===== config.mk =====
export PLATFORM = sky130hd
export DESIGN_NAME = prog_loader_flat
export DESIGN_NICKNAME = d
export VERILOG_FILES = /design/src/rtl/prog_loader_if.sv /design/src/rtl/prog_loader.sv /design/src/flat_wrapper.sv
export SDC_FILE = /design/constraint.sdc
export NUM_CORES = 1
export LEC_CHECK = 0
export BUFFER_PORTS_ARGS = -buffer_cell sky130_fd_sc_hd__buf_4
export CAP_MARGIN = 20
export CORE_ASPECT_RATIO = 1.2
export CORE_MARGIN = 2
export CORE_UTILIZATION = 40
export DETAILED_ROUTE_END_ITERATION = 6
export PLACE_DENSITY = 0.67
export SYNTH_ARGS = -nofsm -noshare
export SYNTH_HDL_FRONTEND = slang
export SYNTH_SLANG_ARGS = --single-unit

===== constraint.sdc =====
create_clock -name clk -period 2.53 [get_ports clk]
set_input_delay 0.253 -clock clk [delete_from_list [all_inputs] [get_ports clk]]
set_output_delay 0.253 -clock clk [all_outputs]
set_load 0.005 [all_outputs]

===== src/rtl/prog_loader_if.sv =====
// prog_loader_if: byte-stream input and memory write bus of the program loader.
//
//   in_valid  : stream byte valid               (source -> loader)
//   in_data   : stream byte                     (source -> loader)
//   in_ready  : loader accepts a byte this cycle (loader -> source)
//   mem_addr  : memory write address            (loader -> memory)
//   mem_wdata : memory write data               (loader -> memory)
//   mem_wr    : one-cycle write strobe per word (loader -> memory)
//
// The slave modport is the loader's view. The master modport is the view of
// whatever drives the stream and observes the memory bus.
interface prog_loader_if #(
    parameter int AWIDTH = 5,
    parameter int DWIDTH = 8
);
    logic              in_valid;
    logic [DWIDTH-1:0] in_data;
    logic              in_ready;
    logic [AWIDTH-1:0] mem_addr;
    logic [DWIDTH-1:0] mem_wdata;
    logic              mem_wr;

    modport slave (
        input  in_valid, in_data,
        output in_ready, mem_addr, mem_wdata, mem_wr
    );

    modport master (
        output in_valid, in_data,
        input  in_ready, mem_addr, mem_wdata, mem_wr
    );
endinterface


===== src/rtl/prog_loader.sv =====
// prog_loader: boot-time program loader for the 32x8 RISC core.
//
// The loader accepts a framed byte stream: a length byte N, then N data bytes,
// then a checksum byte. The data bytes are written to memory starting at
// address 0. If the checksum matches, the loader releases the core from reset
// and watches it until the core raises halt or the run-cycle budget runs out.
//
// Ports:
//   clk, rst    : clock and synchronous active-high reset
//   start       : level-sampled; starts a load from IDLE, DONE or ERR
//   bus         : stream handshake and memory write bus (prog_loader_if.slave)
//   cpu_rst     : core reset; low only in RUN and DONE
//   cpu_halt    : core halt flag
//   busy        : high in HDR, DATA, CHK and RUN
//   done, err   : high in DONE / ERR respectively
//   err_code    : 0 none, 1 bad length, 2 checksum mismatch, 3 timeout
//   run_cycles  : number of cycles spent in RUN during the last run
module prog_loader #(
    parameter int AWIDTH  = 5,
    parameter int DWIDTH  = 8,
    parameter int TWIDTH  = 16,
    parameter int TIMEOUT = 4095
) (
    input  logic              clk,
    input  logic              rst,
    input  logic              start,
    prog_loader_if.slave      bus,
    output logic              cpu_rst,
    input  logic              cpu_halt,
    output logic              busy,
    output logic              done,
    output logic              err,
    output logic [1:0]        err_code,
    output logic [TWIDTH-1:0] run_cycles
);

    typedef enum logic [2:0] {
        IDLE, HDR, DATA, CHK, RUN, DONE, ERR
    } state_t;

    localparam logic [31:0]       MAX_LEN = 32'(2 ** AWIDTH);
    localparam logic [TWIDTH-1:0] TO_CNT  = TWIDTH'(TIMEOUT);

    state_t              state;
    logic [AWIDTH:0]     remaining;   // holds up to 2**AWIDTH
    logic [DWIDTH-1:0]   sum;
    logic [AWIDTH-1:0]   mem_addr_r;
    logic [DWIDTH-1:0]   mem_wdata_r;
    logic                mem_wr_r;
    logic [1:0]          err_code_r;
    logic [TWIDTH-1:0]   run_cycles_r;

    logic                in_ready_d;
    logic                beat;
    logic                len_ok;
    logic [TWIDTH-1:0]   rc_inc;

    // Status outputs decode the state register only, so none of them has a
    // combinational path from any input.
    assign in_ready_d = (state == HDR) || (state == DATA) || (state == CHK);
    assign busy       = in_ready_d || (state == RUN);
    assign done       = (state == DONE);
    assign err        = (state == ERR);
    // The core stays out of reset in DONE so its state can be inspected.
    assign cpu_rst    = !((state == RUN) || (state == DONE));

    assign beat   = bus.in_valid && in_ready_d;
    assign len_ok = (bus.in_data != '0) && (32'(bus.in_data) <= MAX_LEN);
    assign rc_inc = run_cycles_r + TWIDTH'(1);

    assign bus.in_ready  = in_ready_d;
    assign bus.mem_addr  = mem_addr_r;
    assign bus.mem_wdata = mem_wdata_r;
    assign bus.mem_wr    = mem_wr_r;
    assign err_code      = err_code_r;
    assign run_cycles    = run_cycles_r;

    always_ff @(posedge clk) begin
        if (rst) begin
            state        <= IDLE;
            remaining    <= '0;
            sum          <= '0;
            mem_addr_r   <= '0;
            mem_wdata_r  <= '0;
            mem_wr_r     <= 1'b0;
            err_code_r   <= 2'd0;
            run_cycles_r <= '0;
        end else begin
            mem_wr_r <= 1'b0;
            // The address steps once a write pulse has been presented, so it
            // holds the word's address for the whole pulse. After a full
            // 2**AWIDTH image it wraps back to 0.
            if (mem_wr_r)
                mem_addr_r <= mem_addr_r + AWIDTH'(1);

            case (state)
                IDLE, DONE, ERR: begin
                    if (start) begin
                        state        <= HDR;
                        sum          <= '0;
                        mem_addr_r   <= '0;
                        run_cycles_r <= '0;
                        err_code_r   <= 2'd0;
                    end
                end

                HDR: begin
                    if (beat) begin
                        if (len_ok) begin
                            state     <= DATA;
                            remaining <= (AWIDTH + 1)'(bus.in_data);
                        end else begin
                            state      <= ERR;
                            err_code_r <= 2'd1;
                        end
                    end
                end

                DATA: begin
                    if (beat) begin
                        mem_wr_r    <= 1'b1;
                        mem_wdata_r <= bus.in_data;
                        sum         <= sum + bus.in_data;
                        remaining   <= remaining - (AWIDTH + 1)'(1);
                        // The pulse for the last word falls in the first CHK cycle.
                        if (remaining == (AWIDTH + 1)'(1))
                            state <= CHK;
                    end
                end

                CHK: begin
                    if (beat) begin
                        if (bus.in_data == sum) begin
                            state <= RUN;
                        end else begin
                            state      <= ERR;
                            err_code_r <= 2'd2;
                        end
                    end
                end

                RUN: begin
                    // Every RUN cycle is counted, including the cycle in which
                    // halt is seen. If halt arrives on the timeout cycle, halt
                    // takes priority.
                    run_cycles_r <= rc_inc;
                    if (cpu_halt) begin
                        state <= DONE;
                    end else if (rc_inc == TO_CNT) begin
                        state      <= ERR;
                        err_code_r <= 2'd3;
                    end
                end

                default: state <= IDLE;
            endcase
        end
    end

endmodule


===== src/flat_wrapper.sv =====
// flat-port wrapper written by rule: the top's interface ports become plain ports
module prog_loader_flat 
#(
    parameter int AWIDTH  = 5,
    parameter int DWIDTH  = 8,
    parameter int TWIDTH  = 16,
    parameter int TIMEOUT = 4095
)
  (clk, rst, start, cpu_rst, cpu_halt, busy, done, err, err_code, run_cycles, bus_in_valid, bus_in_data, bus_in_ready, bus_mem_addr, bus_mem_wdata, bus_mem_wr);
  prog_loader_if #(.AWIDTH(AWIDTH), .DWIDTH(DWIDTH)) bus_i ();
  input  logic clk;
  input  logic rst;
  input  logic start;
  output logic cpu_rst;
  input  logic cpu_halt;
  output logic busy;
  output logic done;
  output logic err;
  output logic [1:0] err_code;
  output logic [TWIDTH-1:0] run_cycles;
  input wire logic [$bits(bus_i.in_valid)-1:0] bus_in_valid;
  input wire logic [$bits(bus_i.in_data)-1:0] bus_in_data;
  output wire logic [$bits(bus_i.in_ready)-1:0] bus_in_ready;
  output wire logic [$bits(bus_i.mem_addr)-1:0] bus_mem_addr;
  output wire logic [$bits(bus_i.mem_wdata)-1:0] bus_mem_wdata;
  output wire logic [$bits(bus_i.mem_wr)-1:0] bus_mem_wr;
  assign bus_i.in_valid = bus_in_valid;
  assign bus_i.in_data = bus_in_data;
  assign bus_in_ready = bus_i.in_ready;
  assign bus_mem_addr = bus_i.mem_addr;
  assign bus_mem_wdata = bus_i.mem_wdata;
  assign bus_mem_wr = bus_i.mem_wr;
  prog_loader #(.AWIDTH(AWIDTH), .DWIDTH(DWIDTH), .TWIDTH(TWIDTH), .TIMEOUT(TIMEOUT)) u_core (.clk(clk), .rst(rst), .start(start), .bus(bus_i), .cpu_rst(cpu_rst), .cpu_halt(cpu_halt), .busy(busy), .done(done), .err(err), .err_code(err_code), .run_cycles(run_cycles));
endmodule

Word level (Yosys, flattened, before mapping)
Cells that the tools add are included.

operators by class
  add/subtract/negate cells = 4
  magnitude comparators = 1
  eq/ne operators = 20
  multiplexer cells = 31
  bitwise logic cells = 1
  reductions and logical operators = 21

operators by type and width
  operator                                                count
  case mux 16 bit (2 select lines)                        1
  2-to-1 mux 3 bit                                        8
  2-to-1 mux 6 bit                                        3
  adder 16 x 1 -> 16 bit (second input constant)          1
  equality test 16 x 12 -> 1 bit (second input constant)  1
  2-to-1 mux 16 bit                                       1
  2-to-1 mux 2 bit                                        8
  2-to-1 mux 8 bit                                        2
  case mux 8 bit (2 select lines)                         1
  2-to-1 mux 5 bit                                        3
  case mux 3 bit (5 select lines)                         1
  != test 2 bit (second input constant)                   6
  case mux 6 bit (2 select lines)                         1
  equality test 3 bit (second input constant)             3
  adder 8 bit                                             1
  equality test 8 bit                                     1
  <= comparator 8 x 6 -> 1 bit (second input constant)    1
  != test 2 x 1 -> 1 bit (second input constant)          4
  case mux 2 bit (4 select lines)                         1
  AND reduction 8 bit                                     1
  nonzero test 8 bit                                      1
  equality test 3 x 2 -> 1 bit (second input constant)    2
  equality test 6 x 1 -> 1 bit (second input constant)    1
  AND reduction 6 bit                                     1
  other kinds (17)                                        24

storage, ports and cells
  register bits after elaboration = 49
  bits of input ports = 13

Logic depth before layout (Yosys ltp)
  word-level depth = 6
  gate-level depth with buffers = 8
  gate-level depth less buffers = 8

Worst setup path before layout
No wires, ideal clock.

  path type = in2reg
  start = in bus_in_data[1]
  end = reg u_core.remaining[0]
  setup time = 71 ps
  arrival time = 1964 ps
  slack = 496 ps
  stages = 6
  buffers on the path = 0
  cell sequence = or4_1 -> or3_1 -> a41o_2 -> nand2_2 -> mux2_2 -> a21oi_1

on the way
  word-level cells in the longest chain between the ends = 4
  elaborated cells on any way between the ends = 5
  classes of those cells = 1 x order compare; 1 x eq/ne; 3 x reduce/logical

RTL lines
  element                                                                    RTL line            text
  start: declaration                                                         flat_wrapper.sv:22  input wire logic [$bits(bus_i.in_data)-1:0] bus_in_data;
  <= comparator 8 x 6 -> 1 bit / nonzero test 8 bit (equally long branches)  prog_loader.sv:68   assign len_ok = (bus.in_data != '0) && (32'(bus.in_data) <= MAX_LEN);
  logical AND 1 bit (*)                                                      prog_loader.sv:68
  != test 2 x 1 -> 1 bit (no source line) (*)                                --
  AND reduction 4 bit (no source line) (*)                                   --
  end signal: assignment                                                     prog_loader.sv:111  remaining <= (AWIDTH + 1)'(bus.in_data);
  end signal: assignment                                                     prog_loader.sv:124  remaining <= remaining - (AWIDTH + 1)'(1);
  end: declaration                                                           prog_loader.sv:45   logic [AWIDTH:0] remaining;

Mark *: on every way between the ends. The rest lies on a longest branch, timed or not.
A chain may end at the register's enable or synchronous reset.

Worst setup path in the final report
  start = reg u_core.run_cycles_r[0] (netlist: u_core.run_cycles[0])
  end = reg u_core.err_code_r[0] (netlist: u_core.err_code[0])

on the way
  word-level cells in the longest chain between the ends = 4

RTL lines
  element                               RTL line            text
  start: declaration                    prog_loader.sv:51   logic [TWIDTH-1:0] run_cycles_r;
  start signal: assignment              prog_loader.sv:146  run_cycles_r <= rc_inc;
  adder 16 x 1 -> 16 bit                prog_loader.sv:69   assign rc_inc = run_cycles_r + TWIDTH'(1);
  equality test 16 x 12 -> 1 bit        prog_loader.sv:149  end else if (rc_inc == TO_CNT) begin
  != test 2 bit (no source line)        --
  AND reduction 8 bit (no source line)  --
  end signal: assignment                prog_loader.sv:86   err_code_r <= 2'd0;
  end signal: assignment                prog_loader.sv:103  err_code_r <= 2'd0;
  end signal: assignment                prog_loader.sv:151  err_code_r <= 2'd3;
  end: declaration                      prog_loader.sv:50   logic [1:0] err_code_r;

No other way between the ends.

==> out/results.ini <==
[die]
die_w_um=81.2
rows=33
dieArea_mm2=0.00784
coreArea_mm2=0.00690
initial_utilization=0.415
fp.dieH_um=96.6
ios=50

[yosys]
async_flop_share=0
synth_top_flop_cell=dfxtp_1
post-synth-top-area-fraction=0.343
syn_nets=401
syn_area_per_cell_um2=7.62
ys_seq_elements=49
synth.area.top_cells=dfxtp_1, a21oi_1, nand2_1, ha_1, nor2_1
synth_edf_count=0
yosysTopAreaCell=dfxtp_1
synthesis.area_mm2=0.00286
ys_types=48
synthCells=375
yosysSeqAreaShare=0.343
ys_warn_count=0

[timing]
fin_skew_ps=6.83
period_needed_ps=2260
slew_headroom=0.558
fmax_ghz=0.443
finalSetupViolCount=0
setup_tns_ps=0
rsz0062_at_grt=false
tightest_slew_ps=660
slew_viol_final=0
period_share=0.892
hold_viol=0

[cells_and_area]
mostFrequentLayoutCells=buf_4, dfxtp_1, nand2_1, a21oi_1, nor2_1
final_cells=505
drive_above_1_share=0.177
layout.nets=443
final_common_cell=buf_4
area_growth_pct=18.7
fin_util=0.492
antenna_cells=0

[cts]
numCtsBuffers=5
cts_tree=done
cts.clk_slew.worst_paths_ps=90
clock_sinks=49
cts-root-buf=clkbuf_8
postCtsSetupBuffers=0
cts_max_level=2
worstSkewPairLatency_ps=300
cts.repair.resized=0
postCtsHoldBufs=0
clockBufferDepth=2

[power]
power_frac_comb=0.262
netSwitchingFraction=0.326
p_int_uw=1200
power_leakage_uw=0.00129
power_density_mw_per_mm2=525
power_frac_seq=0.480
clock_power_share=0.258
ir_worst_vdd_mv=0.242
p_switching_uw=582

[global_routing]
antenna_found_initial=0
grt_pass1_vias=2622
grt_max_degree=40
grt-ovfl-total=0
grt_pass1_wl_um=12200
track_usage=0.191

[place]
gp_congestion=0.833
dp.cells=497
port_buffers=49
hpwl_um=5360

[worst_hold_path]
hold_path.class=input port to flip-flop

[critical_path]
rrSetupSlack_ps=270
crit_type=flip-flop to flip-flop
setup.worst_path.start_class=flip-flop
slowest_delay_ps=480
worstReg2RegEnd=u_core.err_code[0]
endpoint_kind=flip-flop
endpoint=u_core.err_code[0]
crit_arrival_ps=2450
reg2reg_from=u_core.run_cycles[0]
cp-startpoint=u_core.run_cycles[0]
worstPathRequired_ps=2720
worst-path-max-fanout=8
slowest_stage=nor4_1
path_cells=ha_1 > nand3_1 > nor4_1 > nor3_1 > o22ai_1 > nor3b_2 > o311a_1
rr_worst_depth=7

[drt]
wl_um=7310
first_pass_iters=4
vias=2834
vias_per_cell=5.61
drc=0
ant_nets=0
drt-wirelength-per-cell_um=14.5
drtIter0Drc=178

[run]
drv_cap=0

[status]
outcome=finished clean

[routing by layer]
metal | global-route usage | vias up | routed length (um) | share of wire
met2 | 0.335 | 67 | 3690 | 0.50
met5 | 0 | - | 0 | 0
met1 | 0.235 | 1324 | 3270 | 0.45
met4 | 0.0535 | 0 | 72 | 0.0099
li1 | - | 1435 | - | -
met3 | 0.0336 | 8 | 276 | 0.038
[cell usage after synthesis, types with 3 or more instances]
master	count
a31oi_1	5
nor4_1	5
dfxtp_1	49
nand3_1	19
o21ai_0	27
a21oi_1	39
or4_1	3
or3_1	5
o2111ai_1	3
and2_1	6
nor3_1	12
and3_1	7
xor2_1	7
ha_1	12
nor2_1	37
nand2_1	44
nor2b_1	5
a311oi_1	5
clkbuf_1	19
xnor2_1	10
inv_1	9
nand4_1	14
[cells by family (layout without fill, tap and decap cells)]
group / count (synthesis) / after routing / share of synthesized area
AND/OR/NAND/NOR: 169 / 169 / 0.293
AO/OA/AOI/OAI: 94 / 94 / 0.201
flip-flops: 49 / 49 / 0.343
buffers and inverters: 30 / 73 / 0.0394
XOR/XNOR: 17 / 17 / 0.0521
adder cells (fa/ha/maj): 13 / 13 / 0.0595
multiplexers: 3 / 3 / 0.0114
[critical path, delay by kind of cell (launching register included)]
kind / cells / cell delay, ps
DFF: 1 / 460
AOI/OAI and AO/OA: 2 / 520
and+or+nand+nor: 4 / 880
adders and majority gates: 1 / 280
[flip-flops by register name (all words and copies together) (netlist names)]
signal and count:
u_core.err_code 2, u_core.bus.mem_wr 1, u_core.remaining 6, u_core.run_cycles 16
u_core.state 3, u_core.bus.mem_wdata 8, u_core.sum 8, u_core.bus.mem_addr 5
[cell type report]
type	instances	area (um2)
Tap cell	87	109
Timing Repair Buffer	55	413
Inverter	10	37.5
Sequential cell	49	981
Fill cell	698	3500
Clock inverter	2	15.0
Multi-Input combinational cell	296	1770
Clock buffer	6	72.6
[worst min-delay path by stage]
stage	startpoint	slack, ps	to	depth (start not counted)
detailed placement	u_core.bus.mem_wdata[1]	450	u_core.bus.mem_wdata[1]	2
floorplan	bus_in_data[0]	390	u_core.bus.mem_wdata[0]	2
global route	bus_in_data[1]	210	u_core.bus.mem_wdata[1]	3
finish	bus_in_data[0]	220	u_core.bus.mem_wdata[0]	3
CTS	bus_in_data[0]	210	u_core.bus.mem_wdata[0]	3
global placement	u_core.bus.mem_wdata[1]	440	u_core.bus.mem_wdata[1]	2
[power by group through the flow]
| stage | Sequential [uW] | Combinational (uW) | Clock (uW) |
|---|---|---|---|
| CTS | 855 | 469 | 477 |
| finish | 855 | 468 | 460 |
| floorplan | 850 | 324 | 0 |
| global placement | 872 | 463 | 0 |
| global route | 863 | 516 | 508 |
| detailed placement | 874 | 466 | 0 |
[through the flow]
stage / hold WS (ps) / setup WS [ps] / total power [uW] / cell area [um2]
detailed placement: 448 / 262 / 1340 / 3310
CTS: 210 / 298 / 1800 / 3390
finish: 223 / 273 / 1780 / 3390
global route: 212 / 66.4 / 1890 / 3390
floorplan: 389 / 496 / 1170 / 2860
global placement: 445 / 270 / 1340 / 3310
(Power assumes the default switching activity.)
